File: config.mk
export PLATFORM = sky130hd
export DESIGN_NAME = exp_iter_flat
export DESIGN_NICKNAME = d
export VERILOG_FILES = /design/src/rtl/exp_iter_if.sv /design/src/rtl/exp_iter.sv /design/src/flat_wrapper.sv
export SDC_FILE = /design/constraint.sdc
export NUM_CORES = 2
export LEC_CHECK = 0
export CAP_MARGIN = 25
export CELL_PAD_IN_SITES_DETAIL_PLACEMENT = 1
export CELL_PAD_IN_SITES_GLOBAL_PLACEMENT = 2
export CORE_MARGIN = 1.5
export CORE_UTILIZATION = 46
export CTS_CLUSTER_DIAMETER = 100
export DETAILED_ROUTE_END_ITERATION = 16
export GPL_TIMING_DRIVEN = 0
export PLACE_DENSITY_LB_ADDON = 0.1
export SETUP_SLACK_MARGIN = 0.3
export SLEW_MARGIN = 15
export SYNTH_ARGS = -nofsm -noshare
export SYNTH_HDL_FRONTEND = slang
export SYNTH_SLANG_ARGS = --single-unit
File: constraint.sdc
create_clock -name clk -period 15.1 [get_ports clk]
set_input_delay 3.02 -clock clk [delete_from_list [all_inputs] [get_ports clk]]
set_output_delay 3.02 -clock clk [all_outputs]
set_load 0.005 [all_outputs]
File: src/rtl/exp_iter_if.sv
// exp_iter_if: request/result handshake bundle for exp_iter; in_rnd/out_accept exist only with EXP_METRO_EN
interface exp_iter_if #(parameter int BETA_W = 12, parameter int TAG_W = 8);
    logic              in_valid;
    logic              in_ready;
    logic [20:0]       in_x;
    logic [BETA_W-1:0] in_beta;
    logic [TAG_W-1:0]  in_tag;
    logic              out_valid;
    logic              out_ready;
    logic [26:0]       out_y;
    logic [TAG_W-1:0]  out_tag;
`ifdef EXP_METRO_EN
    logic [22:0]       in_rnd;
    logic              out_accept;
    modport master (output in_valid, in_x, in_beta, in_tag, in_rnd, out_ready,
                    input in_ready, out_valid, out_y, out_tag, out_accept);
    modport slave (input in_valid, in_x, in_beta, in_tag, in_rnd, out_ready,
                   output in_ready, out_valid, out_y, out_tag, out_accept);
`else
    modport master (output in_valid, in_x, in_beta, in_tag, out_ready,
                    input in_ready, out_valid, out_y, out_tag);
    modport slave (input in_valid, in_x, in_beta, in_tag, out_ready,
                   output in_ready, out_valid, out_y, out_tag);
`endif
endinterface

File: src/rtl/exp_iter.sv
// exp_iter: sequential y = exp(x*beta) via Horner Taylor series, one term per clock
// EXP_METRO_EN adds the captured in_rnd and the out_accept = out_y > rnd comparator
module exp_iter #(
    parameter int NTERM  = 15,
    parameter int BETA_W = 12,
    parameter int TAG_W  = 8
) (
    input logic       clk,
    input logic       reset_n,
    exp_iter_if.slave io
);
    typedef enum logic [1:0] {IDLE, PREP, ITER, DONE} state_t;
    state_t             state;
    logic signed [20:0] x, xs;
    logic [BETA_W-1:0]  beta;
    logic signed [31:0] xx;
    logic signed [42:0] prod;
    logic signed [26:0] y, ynew, yfin;
    logic signed [17:0] z;
    logic [4:0]         i;
    logic               neg, clamp, fin;
    logic signed [16:0] recip [32];

    assign recip[0] = '0;
    for (genvar k = 1; k < 32; k++) begin : g_recip
        assign recip[k] = 17'(32768 / k);
    end

    function automatic logic signed [17:0] zterm(input logic signed [20:0] a, input logic signed [16:0] r);
        return 18'((38'(a) * 38'(r)) >>> 18);
    endfunction

    always_comb begin
        xx    = 32'(x) * 32'($signed({1'b0, beta}));
        clamp = xx < -(32'sd8 <<< 17) || xx >= 0;
        prod  = 43'(z) * 43'($signed(y[24:0]));
        ynew  = 27'((prod + (43'sd1 <<< 37)) >>> 14);
        yfin  = state == PREP ? (xx >= 0 ? 27'sd1 <<< 23 : '0) : (neg | ynew[26] ? '0 : ynew);
        fin   = (state == PREP && clamp) || (state == ITER && i == 5'd1);
    end

    always_ff @(posedge clk or negedge reset_n) begin
        if (!reset_n) begin
            state        <= IDLE;
            io.in_ready  <= 1'b0;
            io.out_valid <= 1'b0;
            io.out_y     <= '0;
            io.out_tag   <= '0;
            x            <= '0;
            xs           <= '0;
            beta         <= '0;
            y            <= '0;
            z            <= '0;
            i            <= '0;
            neg          <= 1'b0;
        end else begin
            if (fin) begin
                io.out_y     <= yfin;
                io.out_valid <= 1'b1;
                state        <= DONE;
            end
            case (state)
                IDLE: begin
                    io.in_ready <= 1'b1;
                    if (io.in_valid && io.in_ready) begin
                        x           <= io.in_x;
                        beta        <= io.in_beta;
                        io.out_tag  <= io.in_tag;
                        io.in_ready <= 1'b0;
                        state       <= PREP;
                    end
                end
                PREP: begin
                    xs  <= xx[20:0];
                    y   <= 27'sd1 <<< 23;
                    z   <= zterm(xx[20:0], recip[NTERM]);
                    i   <= 5'(NTERM);
                    neg <= 1'b0;
                    if (!clamp) state <= ITER;
                end
                ITER: begin
                    y   <= ynew;
                    z   <= zterm(xs, recip[i - 5'd1]);
                    i   <= i - 5'd1;
                    neg <= neg | ynew[26];
                end
                DONE: begin
                    if (io.out_ready) begin
                        io.out_valid <= 1'b0;
                        io.in_ready  <= 1'b1;
                        state        <= IDLE;
                    end
                end
            endcase
        end
    end

`ifdef EXP_METRO_EN
    logic [22:0] rnd;

    always_ff @(posedge clk or negedge reset_n) begin
        if (!reset_n) begin
            rnd           <= '0;
            io.out_accept <= 1'b0;
        end else begin
            if (state == IDLE && io.in_valid && io.in_ready) rnd <= io.in_rnd;
            if (fin) io.out_accept <= yfin > $signed({4'b0, rnd});
        end
    end
`endif
endmodule

File: src/flat_wrapper.sv
// flat-port wrapper written by rule: the top's interface ports become plain ports
module exp_iter_flat 
#(
    parameter int NTERM  = 15,
    parameter int BETA_W = 12,
    parameter int TAG_W  = 8
)
  (clk, reset_n, io_in_valid, io_in_x, io_in_beta, io_in_tag, io_out_ready, io_in_ready, io_out_valid, io_out_y, io_out_tag);
  exp_iter_if #(.BETA_W(BETA_W), .TAG_W(TAG_W)) io_i ();
  input logic clk;
  input logic reset_n;
  input wire logic [$bits(io_i.in_valid)-1:0] io_in_valid;
  input wire logic [$bits(io_i.in_x)-1:0] io_in_x;
  input wire logic [$bits(io_i.in_beta)-1:0] io_in_beta;
  input wire logic [$bits(io_i.in_tag)-1:0] io_in_tag;
  input wire logic [$bits(io_i.out_ready)-1:0] io_out_ready;
  output wire logic [$bits(io_i.in_ready)-1:0] io_in_ready;
  output wire logic [$bits(io_i.out_valid)-1:0] io_out_valid;
  output wire logic [$bits(io_i.out_y)-1:0] io_out_y;
  output wire logic [$bits(io_i.out_tag)-1:0] io_out_tag;
  assign io_i.in_valid = io_in_valid;
  assign io_i.in_x = io_in_x;
  assign io_i.in_beta = io_in_beta;
  assign io_i.in_tag = io_in_tag;
  assign io_i.out_ready = io_out_ready;
  assign io_in_ready = io_i.in_ready;
  assign io_out_valid = io_i.out_valid;
  assign io_out_y = io_i.out_y;
  assign io_out_tag = io_i.out_tag;
  exp_iter #(.NTERM(NTERM), .BETA_W(BETA_W), .TAG_W(TAG_W)) u_core (.clk(clk), .reset_n(reset_n), .io(io_i));
endmodule
==> flow_summary.json <==
{
  "syn2layout_area_growth_pct": 7.02,
  "r2r_start": "u_core.i[0]$_DFFE_PN0P_",
  "crit_path_max_fanout": 10,
  "crit_type": "reg -> reg",
  "netlist_area_mm2": 0.0440,
  "rsz0062_at_grt": "false",
  "synth_cells": 4805,
  "overflow": 0,
  "clockBufferDepth": 2,
  "nets": 6303,
  "async_reset_ff_frac": 1.00,
  "worstHoldStart": "u_core.io.out_y[26]$_DFFE_PN0P_",
  "ys_types": 72,
  "numCtsBuffers": 17,
  "die-area_mm2": 0.0975,
  "setup_viol": 0,
  "cpMostUsedCell": "fa_1",
  "cts-htree-levels": 4,
  "port-buffer-count": 81,
  "ios": 82,
  "grt_pass1_vias": 37700,
  "synth_fp_nets": 6200,
  "max_freq_mhz": 89.5,
  "drt_wl_total_um": 142000,
  "fin_setup_tns_ps": 0,
  "antenna_found_initial": 4,
  "ys_seq_area_frac": 0.0808,
  "clk_pin_slew_worst_paths_ps": 80,
  "drt_iter0_markers": 1481,
  "start_util": 0.464,
  "cp-start-kind": "flop",
  "post_drt_wl_per_cell_um": 22.9,
  "grtUsageTotal": 0.303,
  "final_cell_mix": "inv_1 (1144), fa_1 (996), nand2_1 (710)",
  "end_kind": "flop",
  "dp_hpwl_um": 122000,
  "period_minus_slack_ps": 11180,
  "drtAntennaViolNets": 0,
  "worstSkewPairLatency_ps": 510,
  "hold_path_depth": 1,
  "cts_tree": "yes",
  "ys.flop_type": "dfrtp_1",
  "drc": 0,
  "fin_skew_ps": 18.5,
  "drt-vias-per-instance": 5.29,
  "r2r_slack_ps": 3920,
  "cts_hold_buf": 0,
  "core_area_mm2": 0.0949,
  "drt_pass1_iterations": 5,
  "grt_max_degree": 83,
  "critical_path_arrival_ps": 11540,
  "hold_end": "u_core.io.out_y[26]$_DFFE_PN0P_",
  "die_y_um": 312,
  "hold_viol_final": 0,
  "rows": 113,
  "reg2regPathDepth": 30,
  "outcome": "complete, no violations",
  "cts_setup_buffers": 0,
  "routed-via-count": 32700,
  "post_cts_resize_count": 0,
  "yosysWarnings": 0,
  "relSlewSlack": 0.328,
  "cap_viol_max_count": 0,
  "grt_pass1_wl_um": 223000,
  "drv_slew": 0,
  "synth-edff-count": 0,
  "tightest_slew_ps": 1010,
  "syn_avg_cell_area_um2": 9.16,
  "die_x_um": 312,
  "period_share": 0.740,
  "hp-class": "reg -> reg",
  "gp_congestion": 0.902,
  "drive_gt1_frac": 0.0252,
  "max_stage_delay_ps": 710,
  "final_common_cell": "inv_1",
  "slowest_stage": "a221oi_1",
  "critPathRequiredTime_ps": 15460,
  "clock-sinks": 142,
  "rr_endpoint": "u_core.z[15]$_DFFE_PN0P_",
  "ys_seq_elements": 142,
  "cts-root-buf": "clkbuf_16"
}
==> flip-flops by register name (all words and copies together) (netlist names) <==
name and flops:
u_core.i 5, u_core.io.in_ready 1, u_core.beta 12, u_core.xs 21
u_core.neg 1, u_core.io.out_tag 8, u_core.state 2, u_core.y 25
u_core.x 21, u_core.io.out_y 27, u_core.io.out_valid 1, u_core.z 18
==> critical path, delay by kind of cell (launching register included) <==
family	cells	cell delay [ps]
xor gates and xnor gates	1	640
adders and majority gates	8	3630
AOI/OAI and AO/OA	8	2790
buffers and inverters	8	2220
DFF	1	510
and+or+nand+nor	5	1200
==> synthesized netlist by cell type (6+ instances only) <==
cell,count,area share
a31oi_1,25,0.0036
a211oi_1,11,0.0019
xnor2_1,75,0.015
and2_1,359,0.051
a22o_1,47,0.0094
nand3_1,30,0.0034
clkbuf_1,228,0.019
ha_1,354,0.10
nor3_1,21,0.0024
a21o_1,29,0.0049
o2bb2ai_1,9,0.0018
nor4_1,6,0.00085
inv_1,1144,0.098
nor2b_1,30,0.0043
and3_1,13,0.0018
nand2_1,710,0.061
xor2_1,39,0.0078
a221o_1,6,0.0014
nor2_1,103,0.0088
dfrtp_1,142,0.081
o31ai_1,6,0.0010
nand4_1,14,0.0020
fa_1,996,0.45
nand2b_1,40,0.0057
o21a_1,11,0.0019
o22ai_1,6,0.00085
a21oi_1,103,0.012
o211ai_1,21,0.0036
o21ai_0,67,0.0076
mux2_2,62,0.016
==> metrics by stage <==
step / std cells / area, um2 / utilization / hold WS, ps / worst slack [ps]
2_1_floorplan: 4805 / 44000 / - / 477 / 6040
3_3_place_gp: 6151 / 46400 / 0.489 / 468 / 4050
3_5_place_dp: 6153 / 46500 / 0.490 / 472 / 3990
4_1_cts: 6185 / 47100 / 0.496 / 493 / 3900
5_1_grt: 6186 / 47100 / 0.496 / 523 / 3400
6_report: 6187 / 47100 / 0.496 / 487 / 3920
==> area by class of cell <==
| type | instances | area, um2 |
|---|---|---|
| antenna | 1 | 2.50 |
| buffer | 236 | 931 |
| clock buffer | 18 | 439 |
| clock inverter | 14 | 179 |
| fill | 11100 | 47800 |
| inverter | 1145 | 4300 |
| multi-input combinational | 3282 | 35200 |
| sequential | 142 | 3550 |
| tap | 1265 | 1580 |
| timing repair buffer | 84 | 860 |
==> cells by family after synthesis <==
kind of cell	synth area share
compound gates	0.0613
xor+xnor	0.0227
fa+ha+maj	0.554
buf+inv	0.119
flops	0.0808
mux	0.0170
other cells	0.0000852
simple gates	0.145
==> how the worst max path moves through the flow <==
stage                                  from                       end  depth (start not counted)
floorplan           u_core.x[8]$_DFFE_PN0P_  u_core.z[15]$_DFFE_PN0P_                         34
global placement    u_core.i[0]$_DFFE_PN0P_  u_core.z[15]$_DFFE_PN0P_                         33
detailed placement  u_core.i[0]$_DFFE_PN0P_  u_core.z[15]$_DFFE_PN0P_                         30
CTS                 u_core.i[0]$_DFFE_PN0P_  u_core.z[15]$_DFFE_PN0P_                         30
global route        u_core.i[0]$_DFFE_PN0P_  u_core.z[15]$_DFFE_PN0P_                         34
finish              u_core.i[0]$_DFFE_PN0P_  u_core.z[15]$_DFFE_PN0P_                         30
==> per-layer routing <==
metal / up-vias / GRT usage / share of wire
li1: 14500 / - / -
met1: 17300 / 0.395 / 0.43
met2: 731 / 0.525 / 0.49
met3: 195 / 0.0336 / 0.042
met4: 2 / 0.106 / 0.037
met5: - / 0 / 0.00013
Power is not shown: default switching activity piles up to over one toggle a cycle in this logic, so the estimate is an artifact.
